==> src/rtl/imem_loader_pkg.sv <==
// Shared state encoding and constants for the ToastCore program loader.
// Latency: none; this file holds declarations only.
// Backpressure: none; this file holds declarations only.
package testbench_pkg;

  // Sequencer phases. Each image load moves through these in order.
  typedef enum logic [2:0] {
    ST_IDLE    = 3'd0,
    ST_LOAD    = 3'd1,
    ST_HOLD    = 3'd2,
    ST_RUN     = 3'd3,
    ST_DONE    = 3'd4,
    ST_TIMEOUT = 3'd5
  } loader_state_t;

  // RISC-V 'unimp' (csrrw x0, cycle, x0). Programs end with it to stop the run.
  localparam logic [31:0] RV_UNIMP = 32'hC0001073;

  // A new load may only begin from rest, never while a run is in flight.
  function automatic logic start_allowed(input loader_state_t s);
    return (s == ST_IDLE) || (s == ST_DONE) || (s == ST_TIMEOUT);
  endfunction

endpackage

==> src/rtl/imem_loader_cycle_counter.sv <==
// 32-bit cycle counter with synchronous clear (priority) and count enable.
// Latency: count reflects clr/en one cycle after they are sampled.
// Backpressure: none; counts every enabled cycle and wraps at 2^32.
module cycle_counter (
  input  logic        Clk,
  input  logic        Reset_n,
  input  logic        clr,
  input  logic        en,
  output logic [31:0] count
);

  // Clear wins over enable so a phase can restart the count on its first cycle.
  always_ff @(posedge Clk or negedge Reset_n) begin
    if (!Reset_n) begin
      count <= 32'd0;
    end else if (clr) begin
      count <= 32'd0;
    end else if (en) begin
      count <= count + 32'd1;
    end
  end

endmodule

==> src/rtl/imem_loader.sv <==
// Loads a program image into IMEM with the core held in reset, then runs it until unimp or budget.
// Latency: IMEM write one cycle after handshake; core_reset_n rises RST_HOLD+1 cycles after last write.
// Backpressure: ld_ready high only in LOAD (1 word/cycle); drops the cycle after last/overflow handshake.
module imem_loader
  import testbench_pkg::*;
#(
  parameter int          ADDR_WIDTH = 11,
  parameter int          RST_HOLD   = 4,
  parameter int          MAX_CYCLES = 100000,
  parameter logic [31:0] END_MARKER = RV_UNIMP
) (
  input  logic                  Clk,
  input  logic                  Reset_n,
  input  logic                  start,
  input  logic                  ld_valid,
  output logic                  ld_ready,
  input  logic [31:0]           ld_data,
  input  logic                  ld_last,
  output logic                  imem_wr_en,
  output logic [ADDR_WIDTH-1:0] imem_wr_addr,
  output logic [31:0]           imem_wr_data,
  output logic                  core_reset_n,
  input  logic [31:0]           if_instruction,
  output logic                  busy,
  output logic                  done,
  output logic                  timeout,
  output logic                  overflow,
  output logic [ADDR_WIDTH:0]   word_count,
  output logic [31:0]           run_cycles
);

  // HOLD spans the final write cycle plus RST_HOLD more, so it ends when the
  // counter (zero on HOLD entry) reaches RST_HOLD.
  localparam logic [31:0] HOLD_LAST = 32'(RST_HOLD);
  // run_cycles equals the number of RUN cycles already completed; the cycle
  // that sees MAX_CYCLES-1 is the last one the budget allows.
  localparam logic [31:0] RUN_LAST  = 32'(MAX_CYCLES - 1);
  localparam logic [ADDR_WIDTH:0] WC_ONE = (ADDR_WIDTH+1)'(1);

  loader_state_t state;
  loader_state_t state_nxt;

  logic        hs;
  logic        load_enter;
  logic        ovf_set;
  logic        done_set;
  logic        timeout_set;
  logic        addr_at_top;
  logic        hold_done;
  logic        end_seen;
  logic        budget_hit;
  logic        hold_clr;
  logic        hold_en;
  logic        run_en;
  logic [31:0] hold_cnt;

  assign addr_at_top = (word_count[ADDR_WIDTH-1:0] == {ADDR_WIDTH{1'b1}});
  assign hold_done   = (hold_cnt == HOLD_LAST);
  assign end_seen    = (if_instruction == END_MARKER);
  assign budget_hit  = (run_cycles == RUN_LAST);

  // The hold counter idles at zero outside HOLD so it starts fresh each time.
  assign hold_clr = (state != ST_HOLD);
  assign hold_en  = (state == ST_HOLD);
  // run_cycles freezes as soon as RUN is left and is only cleared by a new load.
  assign run_en   = (state == ST_RUN);

  cycle_counter u_hold_counter (
    .Clk     (Clk),
    .Reset_n (Reset_n),
    .clr     (hold_clr),
    .en      (hold_en),
    .count   (hold_cnt)
  );

  cycle_counter u_run_counter (
    .Clk     (Clk),
    .Reset_n (Reset_n),
    .clr     (load_enter),
    .en      (run_en),
    .count   (run_cycles)
  );

  // State register.
  always_ff @(posedge Clk or negedge Reset_n) begin
    if (!Reset_n) begin
      state <= ST_IDLE;
    end else begin
      state <= state_nxt;
    end
  end

  // Next-state decode plus the state-derived outputs and per-cycle events.
  always_comb begin
    state_nxt    = state;
    ld_ready     = 1'b0;
    core_reset_n = 1'b0;
    busy         = 1'b0;
    hs           = 1'b0;
    load_enter   = 1'b0;
    ovf_set      = 1'b0;
    done_set     = 1'b0;
    timeout_set  = 1'b0;

    case (state)
      ST_IDLE, ST_DONE, ST_TIMEOUT: begin
        if (start && start_allowed(state)) begin
          load_enter = 1'b1;
          state_nxt  = ST_LOAD;
        end
      end

      ST_LOAD: begin
        ld_ready = 1'b1;
        busy     = 1'b1;
        hs       = ld_valid;
        if (hs) begin
          if (ld_last) begin
            state_nxt = ST_HOLD;
          end else if (addr_at_top) begin
            // Image is larger than IMEM: keep what fits and refuse the rest.
            ovf_set   = 1'b1;
            state_nxt = ST_HOLD;
          end
        end
      end

      ST_HOLD: begin
        busy = 1'b1;
        if (hold_done) begin
          state_nxt = ST_RUN;
        end
      end

      ST_RUN: begin
        busy         = 1'b1;
        core_reset_n = 1'b1;
        // A marker fetched on the budget's last cycle still counts as a pass.
        if (end_seen) begin
          done_set  = 1'b1;
          state_nxt = ST_DONE;
        end else if (budget_hit) begin
          timeout_set = 1'b1;
          state_nxt   = ST_TIMEOUT;
        end
      end

      default: begin
        state_nxt = ST_IDLE;
      end
    endcase
  end

  // Registered IMEM write port: one strobe per accepted word.
  always_ff @(posedge Clk or negedge Reset_n) begin
    if (!Reset_n) begin
      imem_wr_en   <= 1'b0;
      imem_wr_addr <= '0;
      imem_wr_data <= 32'd0;
    end else begin
      imem_wr_en <= hs;
      if (hs) begin
        imem_wr_addr <= word_count[ADDR_WIDTH-1:0];
        imem_wr_data <= ld_data;
      end
    end
  end

  // Word counter doubles as the next write address; a new load restarts it.
  always_ff @(posedge Clk or negedge Reset_n) begin
    if (!Reset_n) begin
      word_count <= '0;
    end else if (load_enter) begin
      word_count <= '0;
    end else if (hs) begin
      word_count <= word_count + WC_ONE;
    end
  end

  // Sticky result flags, held until the next load starts.
  always_ff @(posedge Clk or negedge Reset_n) begin
    if (!Reset_n) begin
      done     <= 1'b0;
      timeout  <= 1'b0;
      overflow <= 1'b0;
    end else if (load_enter) begin
      done     <= 1'b0;
      timeout  <= 1'b0;
      overflow <= 1'b0;
    end else begin
      if (done_set) begin
        done <= 1'b1;
      end
      if (timeout_set) begin
        timeout <= 1'b1;
      end
      if (ovf_set) begin
        overflow <= 1'b1;
      end
    end
  end

endmodule
==> config.mk <==
export PLATFORM = sky130hd
export DESIGN_NAME = imem_loader
export DESIGN_NICKNAME = d
export VERILOG_FILES = /design/src/rtl/imem_loader_pkg.sv /design/src/rtl/imem_loader_cycle_counter.sv /design/src/rtl/imem_loader.sv
export SDC_FILE = /design/constraint.sdc
export NUM_CORES = 1
export LEC_CHECK = 0
export CORE_ASPECT_RATIO = 1.4
export CORE_MARGIN = 3
export CORE_UTILIZATION = 50
export CTS_BUF_LIST = sky130_fd_sc_hd__clkbuf_4 sky130_fd_sc_hd__clkbuf_8 sky130_fd_sc_hd__clkbuf_16
export CTS_CLUSTER_SIZE = 20
export DETAILED_ROUTE_END_ITERATION = 16
export PLACE_DENSITY = 0.91
export SKIP_LAST_GASP = 1
export SLEW_MARGIN = 5
export SYNTH_ARGS = -nofsm -noshare
export SYNTH_HDL_FRONTEND = slang
export SYNTH_SLANG_ARGS = --single-unit
==> constraint.sdc <==
create_clock -name Clk -period 3.3 [get_ports Clk]
set_clock_uncertainty 0.05 [all_clocks]
set_input_delay 0.825 -clock Clk [delete_from_list [all_inputs] [get_ports Clk]]
set_output_delay 0.825 -clock Clk [all_outputs]
set_load 0.03 [all_outputs]
==> metrics.cfg, run 1 <==
[run_status]
run_status=completed

[timing]
period_needed_ns=3.01
rsz0062_at_grt=false
setup_tns_ns=0
hold_ws_ns=0.422
hold_viol=0
finalSetupViolCount=0
fmax_ghz=0.332
period_share_pct=91.3
max_slew.worst_pin.slew_ns=1.10
slew_violations=0
setup_slack_ns=0.286
slew_headroom_pct=26.3

[setup_path]
end_kind=output port
worstSetupStartpointType=register
cp.required_ns=2.42
critical_path_class=reg2out
slowest_stage=clkdlybuf4s50_1
cp_data_arrival_time_ns=2.14
cp_cell_sequence=nand3b_1 -> clkinv_1 -> clkdlybuf4s50_1
cpPeakStageDelay_ns=0.70
cp.buffers_inverters=2
worstPathMaxFanout=10
critPathTopFamily=buffers and inverters

[synth]
synth_cells=632
ys_seq_area_share_pct=53.6
synth_top_area_cell=dfrtp_1
syn_avg_cell_area_sq_um=9.31
synth_top_area_share_pct=53.6
syn-num-nets=705
yosys_warnings=0
synth.ff_latch_count=126
synth_cell_type_count=42
synth_area_leaders=dfrtp_1 (54%), nand2_1 (10%), xor2_1 (6.5%), nor2_1 (4.9%), xnor2_1 (2.8%)
syn-cell-area_sq_mm=0.00588

[finish]
final_nets=867
multiInputGateArea_sq_mm=0.00260
n_antenna_cell=0
seqCellArea_sq_mm=0.00315
area_growth_pct=40.9
fillerInstances=789
drive_gt1_share_pct=6.32

[routing]
wl_per_cell_um=17.1
drc_errors=0
detail-route-antenna-nets=0
first_pass_iters=5
vias_per_cell=5.65
first_iter_violations=403
routed_wl_um=16200
num_vias=5369

[global_route]
grt-ovfl-total=0
grt.total_usage_pct=25.0
grt_pass1_vias=5457
grt_max_degree=127
grt_pass1_wl_um=26400
antenna_found_initial=0

[clock_network]
htreeDepth=4
hold_buffers=0
clock-sinks=126
clk_latency_ns=0.41
root_buffer=clkbuf_16
post-cts-setup-buffers=0
clk_pin_slew_worst_paths_ns=0.06
cts_buffers=17
cts_tree=yes
clockBufferDepth=2
cts-resized-gates=0

[floorplanning]
rows=46
core-area_sq_mm=0.0114
die_w_um=97.7
io_pins=163
die_h_um=134
start_util_pct=51.6
die-area_sq_mm=0.0131

[min_path]
min_path_type=in2async

[power]
power_mw=5.81
p_per_area_mw_per_mm2=700
ir_drop_mv=0.561
power.leakage_nw=3.69

[job]
drv_cap=0

[placed_design]
place_congestion=0.879
place.port_buffers=162
post-dp-hpwl_um=11000
pre_cts_ws_ns=0.563

-- report_power, final --
part	switching (mW)	leakage, nW	internal, mW
clock network	0.694	0.306	1.31
logic	1.12	1.68	0.686
registers	0.203	1.70	1.80
total	2.01	3.69	3.79
-- logic make-up (layout without fill, tap and decap cells) --
| group | after synthesis | count (layout) | synth area share (%) |
|---|---|---|---|
| compound gates | 26 | 26 | 2.51 |
| xor+xnor | 63 | 63 | 9.38 |
| fa+ha+maj | 4 | 4 | 0.851 |
| buf+inv | 36 | 211 | 2.38 |
| flops | 126 | 126 | 53.6 |
| mux | 2 | 2 | 0.361 |
| simple gates | 375 | 375 | 30.9 |
-- state kept, by name (all words and copies together), names as in the netlist --
name	cells
u_run_counter.count	32
state	3
u_hold_counter.count	32
imem_wr_data	32
timeout	1
overflow	1
done	1
word_count	12
imem_wr_en	1
imem_wr_addr	11
-- cells in the mapped netlist --
library cell	instances
clkbuf_1	21
nor4b_1	5
o21ai_0	10
a41oi_1	1
a31oi_1	1
buf_2	2
nor4_4	2
ha_1	4
and4_1	9
a22oi_1	1
nor3b_1	2
inv_1	10
nor2b_1	1
nand4_1	23
nand4b_1	3
or4_4	1
a21oi_1	10
nor4_1	17
nand3_1	28
clkbuf_2	2
mux2i_1	1
nand2_1	161
xor2_1	44
nand4_2	2
or2_2	1
or4_1	2
a22o_1	1
nor4_2	3
o311ai_0	1
clkinv_1	1
nor3_1	12
and2_1	2
nand4bb_1	1
nand2b_1	3
nand3b_1	1
nor2_1	77
and3_1	12
mux2_2	1
dfrtp_1	126
or3_1	7
xnor2_1	19
o21bai_1	1
-- through the flow --
step           utilization, %  instance area [sq um]  cells
2_1_floorplan               -                   5880    632
3_3_place_gp             67.1                   7650    919
3_5_place_dp             67.1                   7650    919
4_1_cts                  72.8                   8290    951
5_1_grt                  72.8                   8290    951
6_report                 72.8                   8290    951
-- area by class of cell --
type	instances	area share, %
clock buffers	19	5.46
clock inverters	13	2.26
inverters	11	0.498
multi-input cells	470	31.4
flip-flops and latches	126	38.0
well taps	144	2.17
repair buffers	168	20.2
-- path summary, 6_finish.rpt --
| check | depth (start not counted) | to | from | slack [ns] |
|---|---|---|---|---|
| max | 3 | core_reset_n | state[1] | 0.29 |
| min | 2 | u_run_counter.count[2] | Reset_n | 0.42 |
| max reg2reg | 5 | u_hold_counter.count[25] | u_hold_counter.count[3] | 0.85 |
| min reg2reg | 2 | imem_wr_data[28] | imem_wr_data[28] | 0.42 |
| max in group asynchronous | 2 | u_hold_counter.count[7] | Reset_n | 2.24 |
| min in group Clk | 2 | imem_wr_data[28] | imem_wr_data[28] | 0.42 |
-- cell usage in the layout (no fill, tap or decap), types with 2 or more instances in the layout --
cell type | netlist | final
clkbuf_8 | 0 | 2
nor4b_1 | 5 | 5
nor4_2 | 3 | 3
ha_1 | 4 | 4
or4_1 | 2 | 2
and4_1 | 9 | 9
o21ai_0 | 10 | 10
clkinv_4 | 0 | 3
or3_1 | 7 | 7
inv_1 | 10 | 10
nor2_1 | 77 | 77
nand2_1 | 161 | 161
and3_1 | 12 | 12
nor4_1 | 17 | 17
nand4_2 | 2 | 2
clkdlybuf4s50_1 | 0 | 161
a21oi_1 | 10 | 10
clkbuf_16 | 0 | 17
bufinv_16 | 0 | 4
clkinv_2 | 0 | 2
and2_1 | 2 | 2
clkinvlp_4 | 0 | 3
buf_4 | 0 | 6
xor2_1 | 44 | 44
nand2b_1 | 3 | 3
nand3_1 | 28 | 28
nor3_1 | 12 | 12
dfrtp_1 | 126 | 126
nor4_4 | 2 | 2
xnor2_1 | 19 | 19
nand4_1 | 23 | 23
nand4b_1 | 3 | 3
-- layer usage --
| metal | part of all wire [%] | track usage, % |
|---|---|---|
| met5 | 0 | 0 |
| met4 | 2.3 | 8.55 |
| met3 | 8.2 | 9.26 |
| met2 | 52 | 43.4 |
| met1 | 38 | 28.4 |
No activity file was read; power rests on OpenSTA's default activity.
==> run 2: changes to the inputs <==
--- a/config.mk
+++ b/config.mk
@@ -5,6 +5,7 @@
 export SDC_FILE = /design/constraint.sdc
 export NUM_CORES = 1
 export LEC_CHECK = 0
+export ABC_CLOCK_PERIOD_IN_PS = 3300
 export CORE_ASPECT_RATIO = 1.4
 export CORE_MARGIN = 3
 export CORE_UTILIZATION = 50
==> results of run 2 <==
Final layout, timing and power as in run 1 (identical DEF).
==> run 3: changes to the inputs <==
--- a/config.mk
+++ b/config.mk
@@ -7,7 +7,7 @@
 export LEC_CHECK = 0
 export ABC_CLOCK_PERIOD_IN_PS = 3300
 export CORE_ASPECT_RATIO = 1.4
-export CORE_MARGIN = 3
+export CORE_MARGIN = 2
 export CORE_UTILIZATION = 50
 export CTS_BUF_LIST = sky130_fd_sc_hd__clkbuf_4 sky130_fd_sc_hd__clkbuf_8 sky130_fd_sc_hd__clkbuf_16
 export CTS_CLUSTER_SIZE = 20
==> run 3 against run 2 <==
Global-route usage increased by 0.76 points. Utilization increased by 0.23 points. Highest routed layer unchanged. Die area decreased by 3.5%. Count of clock-buffer cells in the layout unchanged. Cell count increased by 0.21%. Critical path type unchanged. Worst setup slack got worse by 0.044 ns. Clock power increased by 3%. Non-clock buffer count increased by 2. Register-to-register slack improved by 0.14 ns. Sequential share of layout area decreased by 0.12 points. Worst hold slack about the same. Maximum frequency decreased by 1.4%.
==> metrics.cfg, run 3 (same netlist as run 1, synthesis figures left out) <==
[run_status]
run_status=completed  ; unchanged

[power]
p_sw_mw=1.99  ; was 2.01 mW
pwr-share-clk_pct=35.3  ; was 34.5%
pwr-share-seq_pct=34.1  ; was 34.5%
p_comb_share_pct=30.6  ; was 31.0%
intPower_mw=3.87  ; was 3.79 mW
p_per_area_mw_per_mm2=704  ; was 700 mW/mm^2
power.leakage_nw=3.70  ; was 3.69 nW
power_mw=5.86  ; was 5.81 mW
ir_drop_mv=0.521  ; was 0.561 mV
switching_share_pct=34.0  ; was 34.7%

[floorplanning]
rows=46  ; unchanged
io_pins=163  ; unchanged
die-area_sq_mm=0.0127  ; was 0.0131 sq mm
core-area_sq_mm=0.0114  ; unchanged
start_util_pct=51.6  ; unchanged
die_h_um=132  ; was 134 um
die_w_um=95.7  ; was 97.7 um

[timing]
hold_viol=0  ; unchanged
slew_violations=0  ; unchanged
max_slew.worst_pin.slew_ns=1.07  ; was 1.10 ns
rsz0062_at_grt=false  ; unchanged
period_share_pct=92.6  ; was 91.3%
fmax_ghz=0.327  ; was 0.332 GHz
finalSetupViolCount=0  ; unchanged
setup_tns_ns=0  ; unchanged
slew_headroom_pct=28.6  ; was 26.3%
period_needed_ns=3.06  ; was 3.01 ns

[global_route]
grt_pass1_vias=5365  ; was 5457
grt-ovfl-total=0  ; unchanged
antenna_found_initial=0  ; unchanged
grt_max_degree=81  ; was 127
grt_pass1_wl_um=25600  ; was 26400 um
grt.total_usage_pct=25.8  ; was 25.0%

[min_path]
min_path_cells=2
min_path_type=reg2reg  ; was in2async
holdPathEnd=imem_wr_data[31]
hp-start=imem_wr_data[31]

[clock_network]
clk_pin_slew_worst_paths_ns=0.06  ; about the same
clockBufferDepth=2  ; unchanged
htreeDepth=4  ; unchanged
root_buffer=clkbuf_16  ; unchanged
cts_tree=yes  ; unchanged
clk_latency_ns=0.41  ; about the same
hold_buffers=0  ; unchanged
cts_buffers=17  ; unchanged
clock-sinks=126  ; unchanged
post-cts-setup-buffers=0  ; unchanged
cts-resized-gates=0  ; unchanged

[setup_path]
worstReg2RegStart=u_hold_counter.count[4]  ; was u_hold_counter.count[3]
r2r_cells=5  ; unchanged
worstPathMaxFanout=10  ; unchanged
cp_data_arrival_time_ns=2.18  ; was 2.14 ns
cp.buffers_inverters=2  ; unchanged
cpPeakStageDelay_ns=0.73  ; was 0.70 ns
critical_path_class=reg2out  ; unchanged
worstSetupStartpointType=register  ; unchanged
r2r_slack_ns=0.99  ; was 0.85 ns
end_kind=output port  ; unchanged
critPathTopFamily=buffers and inverters  ; unchanged
cp.required_ns=2.42  ; about the same
r2r-end=u_hold_counter.count[29]  ; was u_hold_counter.count[25]
slowest_stage=clkdlybuf4s50_1  ; unchanged
cp_cell_sequence=nand3b_1 -> clkinv_1 -> clkdlybuf4s50_1  ; unchanged

[finish]
area_growth_pct=41.4  ; was 40.9%
fin_cells=953  ; was 951
drive_gt1_share_pct=6.55  ; was 6.32%
post-route-util_pct=73.0  ; was 72.8%
seqCellArea_sq_mm=0.00315  ; unchanged
final_cell_mix=nand2_1 (161), clkdlybuf4s50_1 (161), dfrtp_1 (126)  ; unchanged
fillerInstances=759  ; was 789
n_antenna_cell=0  ; unchanged
multiInputGateArea_sq_mm=0.00260  ; unchanged
final_nets=869  ; was 867
top_regs=imem_wr_data x32, u_hold_counter.count x32, u_run_counter.count x32  ; unchanged

[placed_design]
place_congestion=0.875  ; was 0.879
dpl.cell_count=921  ; was 919
place.port_buffers=162  ; unchanged
post-dp-hpwl_um=11000  ; about the same

[routing]
vias_per_cell=5.60  ; was 5.65
detail-route-antenna-nets=0  ; unchanged
first_pass_iters=5  ; unchanged
routed_wl_um=15800  ; was 16200 um
num_vias=5340  ; was 5369
wl_per_cell_um=16.6  ; was 17.1 um
drc_errors=0  ; unchanged
first_iter_violations=393  ; was 403

[job]
drv_cap=0  ; unchanged

==> run 3: cell count changes in the layout (fill, tap and decap cells not counted), sizes merged <==
cell      change
buf           +2
clkinv        -2
bufinv        +1
clkinvlp      +1
==> run 3: per-layer routing <==
layer	track usage, %	up-vias	wire [um]
met3	8.35	34	1380
li1	-	2451	-
met1	31.8	2588	5960
met5	0	-	0
met2	42.1	267	8070
met4	9.05	0	374
==> run 3: final cells by class <==
| cell class | instances | area share, % |
|---|---|---|
| clock buffer | 19 | 5.44 |
| clock inverter | 13 | 2.54 |
| inverter | 11 | 0.496 |
| multi-input combinational | 470 | 31.3 |
| sequential | 126 | 37.9 |
| tap | 144 | 2.17 |
| timing repair buffer | 170 | 20.2 |
==> run 3: how the worst max path moves through the flow <==
stage / from / endpoint / slack, ns / cells after the start
CTS: state[2] / core_reset_n / 0.25 / 3
detailed placement: if_instruction[10] / state[0] / 0.55 / 6
global placement: ld_valid / word_count[4] / 0.66 / 7
finish: state[2] / core_reset_n / 0.24 / 3
global route: state[2] / core_reset_n / 0.18 / 3
floorplan: if_instruction[22] / state[0] / 1.14 / 5
==> run 3: tightest hold or removal path: cells and delay by family, from the launching register on <==
kind	cells	cell delay, ns
DFF	1	0.34
and+or+nand+nor	2	0.10
==> run 3: stage by stage <==
| stage | hold WS (ns) | worst slack, ns | instance area, sq um |
|---|---|---|---|
| 4_1_cts | 0.426 | 0.251 | 8320 |
| 2_1_floorplan | 0.405 | 1.14 | 5880 |
| 3_3_place_gp | 0.407 | 0.659 | 7650 |
| 3_5_place_dp | 0.411 | 0.549 | 7650 |
| 5_1_grt | 0.445 | 0.183 | 8320 |
| 6_report | 0.422 | 0.243 | 8320 |
==> run 3: power by group through the flow <==
| stage | clock network [mW] | logic, mW | registers, mW |
|---|---|---|---|
| 6_report | 2.07 | 1.79 | 2.00 |
| 5_1_grt | 2.16 | 1.92 | 2.03 |
| 4_1_cts | 2.09 | 1.81 | 2.00 |
| 3_5_place_dp | 0 | 1.79 | 2.01 |
| 3_3_place_gp | 0 | 1.74 | 2.01 |
| 2_1_floorplan | 0 | 0.577 | 2.43 |
